===== src/rtl/tdc_sequencer.sv =====
// tdc_sequencer: run controller for the tapped-delay-line TDC core.
// It arms the core, captures each timestamp into a first-word-fall-through
// FIFO, then resets and re-arms the core until the programmed number of
// measurements has completed.
// Optional feature: define TDC_TIMEOUT_EN to add a per-measurement WAIT
// timeout (TMO_W-bit counter) and a saturating timeout count on oTimeouts.
//
// state   | meaning
// --------+-----------------------------------------------------------
// S_IDLE  | no run; core held in reset, waiting for iStart
// S_GAP   | core held in reset for the inter-measurement gap
// S_WAIT  | core enabled, waiting for its done (or for the timeout)
// S_STORE | capture register written to the FIFO, measurement counted

`ifndef DIG_OUT
`define DIG_OUT 8
`endif

module tdc_sequencer #(
  parameter int DATA_W  = `DIG_OUT,
  parameter int CNT_W   = 16,
  parameter int FIFO_AW = 4,
  parameter int GAP_CYC = 4,
  parameter int TMO_W   = 12
) (
  input  logic              iClk,
  input  logic              iRst,
  input  logic              iStart,
  input  logic              iAbort,
  input  logic [CNT_W-1:0]  iNumMeas,
  input  logic [DATA_W-1:0] iTdcData,
  input  logic              iTdcDone,
  output logic              oTdcEnable,
  output logic              oTdcRst,
  input  logic              iRd,
  output logic [DATA_W-1:0] oData,
  output logic              oEmpty,
  output logic              oFull,
  output logic [FIFO_AW:0]  oLevel,
  output logic              oBusy,
  output logic              oRunDone,
  output logic              oOverflow,
  output logic [CNT_W-1:0]  oRemaining,
  output logic [CNT_W-1:0]  oTimeouts
);

  localparam int DEPTH = 1 << FIFO_AW;
  localparam int GAP_W = $clog2(GAP_CYC + 1);
  localparam logic [FIFO_AW:0] DEPTH_L  = DEPTH[FIFO_AW:0];
  localparam logic [GAP_W-1:0] GAP_LOAD = GAP_W'(GAP_CYC);

  // Parameter sanity: the gap must exist and the timeout counter needs room.
  if (GAP_CYC < 1 || TMO_W < 2) begin : g_param_check
    $error("tdc_sequencer: GAP_CYC must be >= 1 and TMO_W >= 2");
  end

  typedef enum logic [1:0] {S_IDLE, S_GAP, S_WAIT, S_STORE} state_t;

  state_t              state;
  logic [GAP_W-1:0]    gap_cnt;
  logic [DATA_W-1:0]   cap_q;
  logic [DATA_W-1:0]   mem [DEPTH];
  logic [FIFO_AW-1:0]  wr_ptr;
  logic [FIFO_AW-1:0]  rd_ptr;
  logic [FIFO_AW:0]    level;
  logic                pop;
  logic                push;
  logic                last_meas;
  logic [CNT_W-1:0]    rem_dec;

  // {enable, core reset, busy} as seen by the core and host in each state.
  // STORE already drops enable and starts the core's reset.
  function automatic logic [2:0] drive_for(state_t s);
    case (s)
      S_WAIT:  return 3'b101;
      S_IDLE:  return 3'b010;
      default: return 3'b011;
    endcase
  endfunction

  assign oEmpty = (level == '0);
  assign oFull  = (level == DEPTH_L);
  assign oLevel = level;
  assign oData  = mem[rd_ptr];

  // An abort in STORE discards the pending write along with the rest of the run.
  assign pop  = iRd && !oEmpty;
  assign push = (state == S_STORE) && !iAbort && (!oFull || pop);

  // A dropped or timed-out result still counts; never wrap below zero.
  assign last_meas = (oRemaining <= CNT_W'(1));
  assign rem_dec   = last_meas ? '0 : oRemaining - 1'b1;

`ifdef TDC_TIMEOUT_EN
  localparam logic [TMO_W-1:0] TMO_LAST = {{(TMO_W-1){1'b1}}, 1'b0};
  logic [TMO_W-1:0] tmo_cnt;
  logic [CNT_W-1:0] timeouts_q;
  assign oTimeouts = timeouts_q;
`else
  assign oTimeouts = '0;
`endif

  // FIFO pointer and level bookkeeping; reset empties the FIFO.
  always_ff @(posedge iClk or posedge iRst) begin
    if (iRst) begin
      wr_ptr <= '0;
      rd_ptr <= '0;
      level  <= '0;
    end else begin
      if (push) wr_ptr <= wr_ptr + 1'b1;
      if (pop)  rd_ptr <= rd_ptr + 1'b1;
      if (push && !pop)      level <= level + 1'b1;
      else if (pop && !push) level <= level - 1'b1;
    end
  end

  // FIFO storage; contents need no reset since the pointers define validity.
  always_ff @(posedge iClk) begin
    if (push) mem[wr_ptr] <= cap_q;
  end

  // Sequencer FSM with registered core controls and run status.
  always_ff @(posedge iClk or posedge iRst) begin
    if (iRst) begin
      state      <= S_IDLE;
      gap_cnt    <= '0;
      cap_q      <= '0;
      oTdcEnable <= 1'b0;
      oTdcRst    <= 1'b1;
      oBusy      <= 1'b0;
      oRunDone   <= 1'b0;
      oOverflow  <= 1'b0;
      oRemaining <= '0;
`ifdef TDC_TIMEOUT_EN
      tmo_cnt    <= '0;
      timeouts_q <= '0;
`endif
    end else begin
      oRunDone <= 1'b0;
      if (state != S_IDLE && iAbort) begin
        state <= S_IDLE;
        {oTdcEnable, oTdcRst, oBusy} <= drive_for(S_IDLE);
      end else begin
        case (state)
          S_IDLE: begin
            if (iStart) begin
              if (iNumMeas != '0) begin
                oRemaining <= iNumMeas;
                oOverflow  <= 1'b0;
`ifdef TDC_TIMEOUT_EN
                timeouts_q <= '0;
`endif
                gap_cnt <= GAP_LOAD;
                state   <= S_GAP;
                {oTdcEnable, oTdcRst, oBusy} <= drive_for(S_GAP);
              end else begin
                oRunDone <= 1'b1;
              end
            end
          end
          S_GAP: begin
            if (gap_cnt == '0) begin
              state <= S_WAIT;
              {oTdcEnable, oTdcRst, oBusy} <= drive_for(S_WAIT);
`ifdef TDC_TIMEOUT_EN
              tmo_cnt <= '0;
`endif
            end else begin
              gap_cnt <= gap_cnt - 1'b1;
            end
          end
          S_WAIT: begin
            if (iTdcDone) begin
              cap_q <= iTdcData;
              state <= S_STORE;
              {oTdcEnable, oTdcRst, oBusy} <= drive_for(S_STORE);
            end
`ifdef TDC_TIMEOUT_EN
            else if (tmo_cnt == TMO_LAST) begin
              if (timeouts_q != '1) timeouts_q <= timeouts_q + 1'b1;
              oRemaining <= rem_dec;
              if (last_meas) begin
                oRunDone <= 1'b1;
                state    <= S_IDLE;
                {oTdcEnable, oTdcRst, oBusy} <= drive_for(S_IDLE);
              end else begin
                gap_cnt <= GAP_LOAD;
                state   <= S_GAP;
                {oTdcEnable, oTdcRst, oBusy} <= drive_for(S_GAP);
              end
            end else begin
              tmo_cnt <= tmo_cnt + 1'b1;
            end
`endif
          end
          S_STORE: begin
            if (oFull && !pop) oOverflow <= 1'b1;
            oRemaining <= rem_dec;
            if (last_meas) begin
              oRunDone <= 1'b1;
              state    <= S_IDLE;
              {oTdcEnable, oTdcRst, oBusy} <= drive_for(S_IDLE);
            end else begin
              gap_cnt <= GAP_LOAD;
              state   <= S_GAP;
              {oTdcEnable, oTdcRst, oBusy} <= drive_for(S_GAP);
            end
          end
          default: begin
            state <= S_IDLE;
            {oTdcEnable, oTdcRst, oBusy} <= drive_for(S_IDLE);
          end
        endcase
      end
    end
  end

endmodule


===== config.mk =====
export PLATFORM = sky130hd
export DESIGN_NAME = tdc_sequencer
export DESIGN_NICKNAME = d
export VERILOG_FILES = /design/src/rtl/tdc_sequencer.sv
export SDC_FILE = /design/constraint.sdc
export NUM_CORES = 1
export LEC_CHECK = 0
export CAP_MARGIN = 20
export CORE_AREA = 2 2 122 124
export CTS_BUF_LIST = sky130_fd_sc_hd__clkbuf_16
export CTS_CLUSTER_DIAMETER = 200
export DETAILED_ROUTE_END_ITERATION = 8
export DIE_AREA = 0 0 124 126
export GPL_TIMING_DRIVEN = 0
export PLACE_DENSITY = 0.76
export SLEW_MARGIN = 20
export SYNTH_ARGS = -nofsm -noshare
export SYNTH_HDL_FRONTEND = slang
export SYNTH_SLANG_ARGS = --single-unit

===== constraint.sdc =====
create_clock -name iClk -period 3.95 [get_ports iClk]
set_input_delay 0.5925 -clock iClk [delete_from_list [all_inputs] [get_ports iClk]]
set_output_delay 0.5925 -clock iClk [all_outputs]
set_load 0.1 [all_outputs]

==> metrics.cfg <==
[timing]
finalClockSkew_ps=9.718
rsz0062_at_grt=false
relSlewSlack_pct=33.53
fin_crit_sh_pct=97.00
hold_viol_final=0
setup_violations=0
drv_slew=0
tightest_slew_ps=993.9
finalCriticalPeriod_ps=3831
fmax_mhz=261.0

[synthesis]
synth.mux.area_fraction_pct=13.71
syn_area_sq_mm=0.007767
seq_area_frac_synth_pct=64.64
synth_top_area_share_pct=49.48
synthCells=491
synth-simple-area-share_pct=6.363
synthArstFlopShare_pct=26.86
synth_area_per_cell_sq_um=15.82
synth_xor_area_share_pct=1.128
synth.top_cells.by_area=edfxtp_1 49%, dfrtp_1 15%, mux4_2 12%
synth_fa_ha_area_share_pct=3.157
synth_top_area_cell=edfxtp_1
yosysWarnings=0
synthFlopType=edfxtp_1
synth_top_family_by_area=multiplexers
ys_ff_latch=175
synth_edf_count=128
synth.distinct_cells=55
synth-compound-area-share_pct=6.894

[worst_setup_path]
worst-path-buf-inv=3
cp_max_fo=10
crit_type=reg -> out
critical_path.startpoint_type=flop
cp.depth=5
worstPathArrival_ps=3240
cp-startpoint=rd_ptr[1]$_DFFE_PP0P_
r2r-start=state[1]$_DFFE_PP0P_
r2r-end=oLevel[4]$_DFFE_PP0P_
path_cells=clkbuf_1, clkbuf_1, mux4_2, mux4_2, dlygate4sd2_1
max_stage_delay_ps=620
worstPathRequired_ps=3360
reg2reg_slack_ps=550
cp-end-kind=output pin
critical_path.top_delay_family=buffers and inverters
r2r_cells=11
crit_path_top_delay_cell=dlygate4sd2_1

[placed_design]
io_buffer_count=65
post-place-cells=756
dp_hpwl_um=11260
gp_congestion=0.8828

[routing]
avgRoutedWirePerCell_um=21.13
detail_route.first_pass.iterations=5
drc_errors=0
vias=4698
via_per_inst=5.962
ant_nets=0
wirelength_um=16650
drtIter0Drc=542

[worst_hold_path]
min_path_type=reg -> reg
min_from=oBusy$_DFFE_PP0P_
holdPathEnd=oBusy$_DFFE_PP0P_
holdPathStages=1

[global_routing]
grt_max_degree=25
met2_usage_pct=36.10
busiest_layer=met2
grt_pass1_vias=4716
use_met1_pct=31.93
grt_use_total_pct=22.65
gr-total-overflow=0
met3_usage_pct=4.574
grt_pass1_wl_um=25960
antenna_found_initial=0

[clock_network]
cts_buffers=17
cts_num_sinks=175
cts_buffer_depth=2
ctsHoldBuffers=0
insertion_delay_ps=430
ctsRootBufferMaster=clkbuf_16
clk_pin_slew_worst_paths_ps=60
cts_tree=built
post-cts-setup-buffers=0
cts_max_level=4

[die]
core_sq_mm=0.01431
start_util_pct=54.27
die_height_um=126
die-area_sq_mm=0.01562
chipWidth_um=124
io_pins=82
rows=44

[layout]
fillers=1006
drive_gt1_share_pct=20.86
syn_to_final_growth_pct=21.44
instances_no_fill=788
mostFrequentLayoutCells=128 x edfxtp_1, 57 x clkdlybuf4s50_1, 46 x dfrtp_1
diodes=0
nets=640
layout_commonest_cell=edfxtp_1

[job]
maxCapViolations=0

[outcome]
outcome=complete, no violations

[metrics by stage]
stage / TNS [ps] / setup WS [ps] / cell area (sq um) / hold slack, ps / utilization [%]
3_3_place_gp: -1516 / -219.9 / 8720 / 499.6 / 60.92
6_report: 0 / 118.6 / 9433 / 510.5 / 65.90
2_1_floorplan: 0 / 8.441 / 7839 / 502.8 / -
4_1_cts: -2.162 / -1.871 / 9425 / 514.2 / 65.85
3_5_place_dp: -2017 / -277.2 / 8767 / 499.1 / 61.25
5_1_grt: 0 / 10.46 / 9433 / 546.6 / 65.90
[worst max-delay path by stage]
| stage | end |
|---|---|
| finish | oData[5] |
| global route | oData[4] |
| CTS | oData[4] |
| detailed placement | oData[3] |
| floorplan | oLevel[4]$_DFFE_PP0P_ |
| global placement | oData[3] |
[logic make-up (layout without fill, tap and decap cells)]
logic type,after synthesis,count (layout)
AOI/OAI and AO/OA,73,73
xor gates and xnor gates,10,10
adders and majority gates,19,19
buffers and inverters,60,158
DFF,175,175
muxes,55,55
other,1,16
and+or+nand+nor,98,98
[cell type report]
| cell class | instances | area [sq um] | area share (%) |
|---|---|---|---|
| Timing Repair Buffer | 66 | 670.6 | 7.110 |
| Clock buffer | 17 | 425.4 | 4.510 |
| Sequential cell | 175 | 5021 | 53.23 |
| Tap cell | 184 | 230.2 | 2.441 |
| Inverter | 21 | 78.83 | 0.8357 |
| Buffer | 39 | 250.2 | 2.653 |
| Multi-Input combinational cell | 271 | 2522 | 26.74 |
| Clock inverter | 15 | 234.0 | 2.480 |
[layer usage]
metal	wire (um)	share of wire, %
met3	1008	6.1
met2	8433	51
met5	0	0
met4	252	1.5
met1	6956	42
[sequential cells by signal, indices dropped and copies added (netlist names), 2 cells and up]
name        cells
cap_q           8
gap_cnt         3
mem           128
oLevel          5
oRemaining     16
rd_ptr          4
state           2
wr_ptr          4
[synthesized netlist by cell type (all sizes together), types with 12 or more instances]
library cell and instances:
mux4 40, buf 27, clkbuf 12, inv 20
dfrtp 46, a22o 22, o21ai 22, nor2 30
nand2 19, edfxtp 128, ha 18, nor3 15
[repair_timing]
action                                  4_1_cts  5_1_grt
resized for setup                            20        6
pin swaps                                     0        0
endpoints found under the setup margin        8        8
endpoints found under the hold margin         0        0
gates cloned                                  0        0
Power is left out: the tool's default activity adds up to more than one toggle a clock period on the data nets, which glitch-free logic cannot reach.
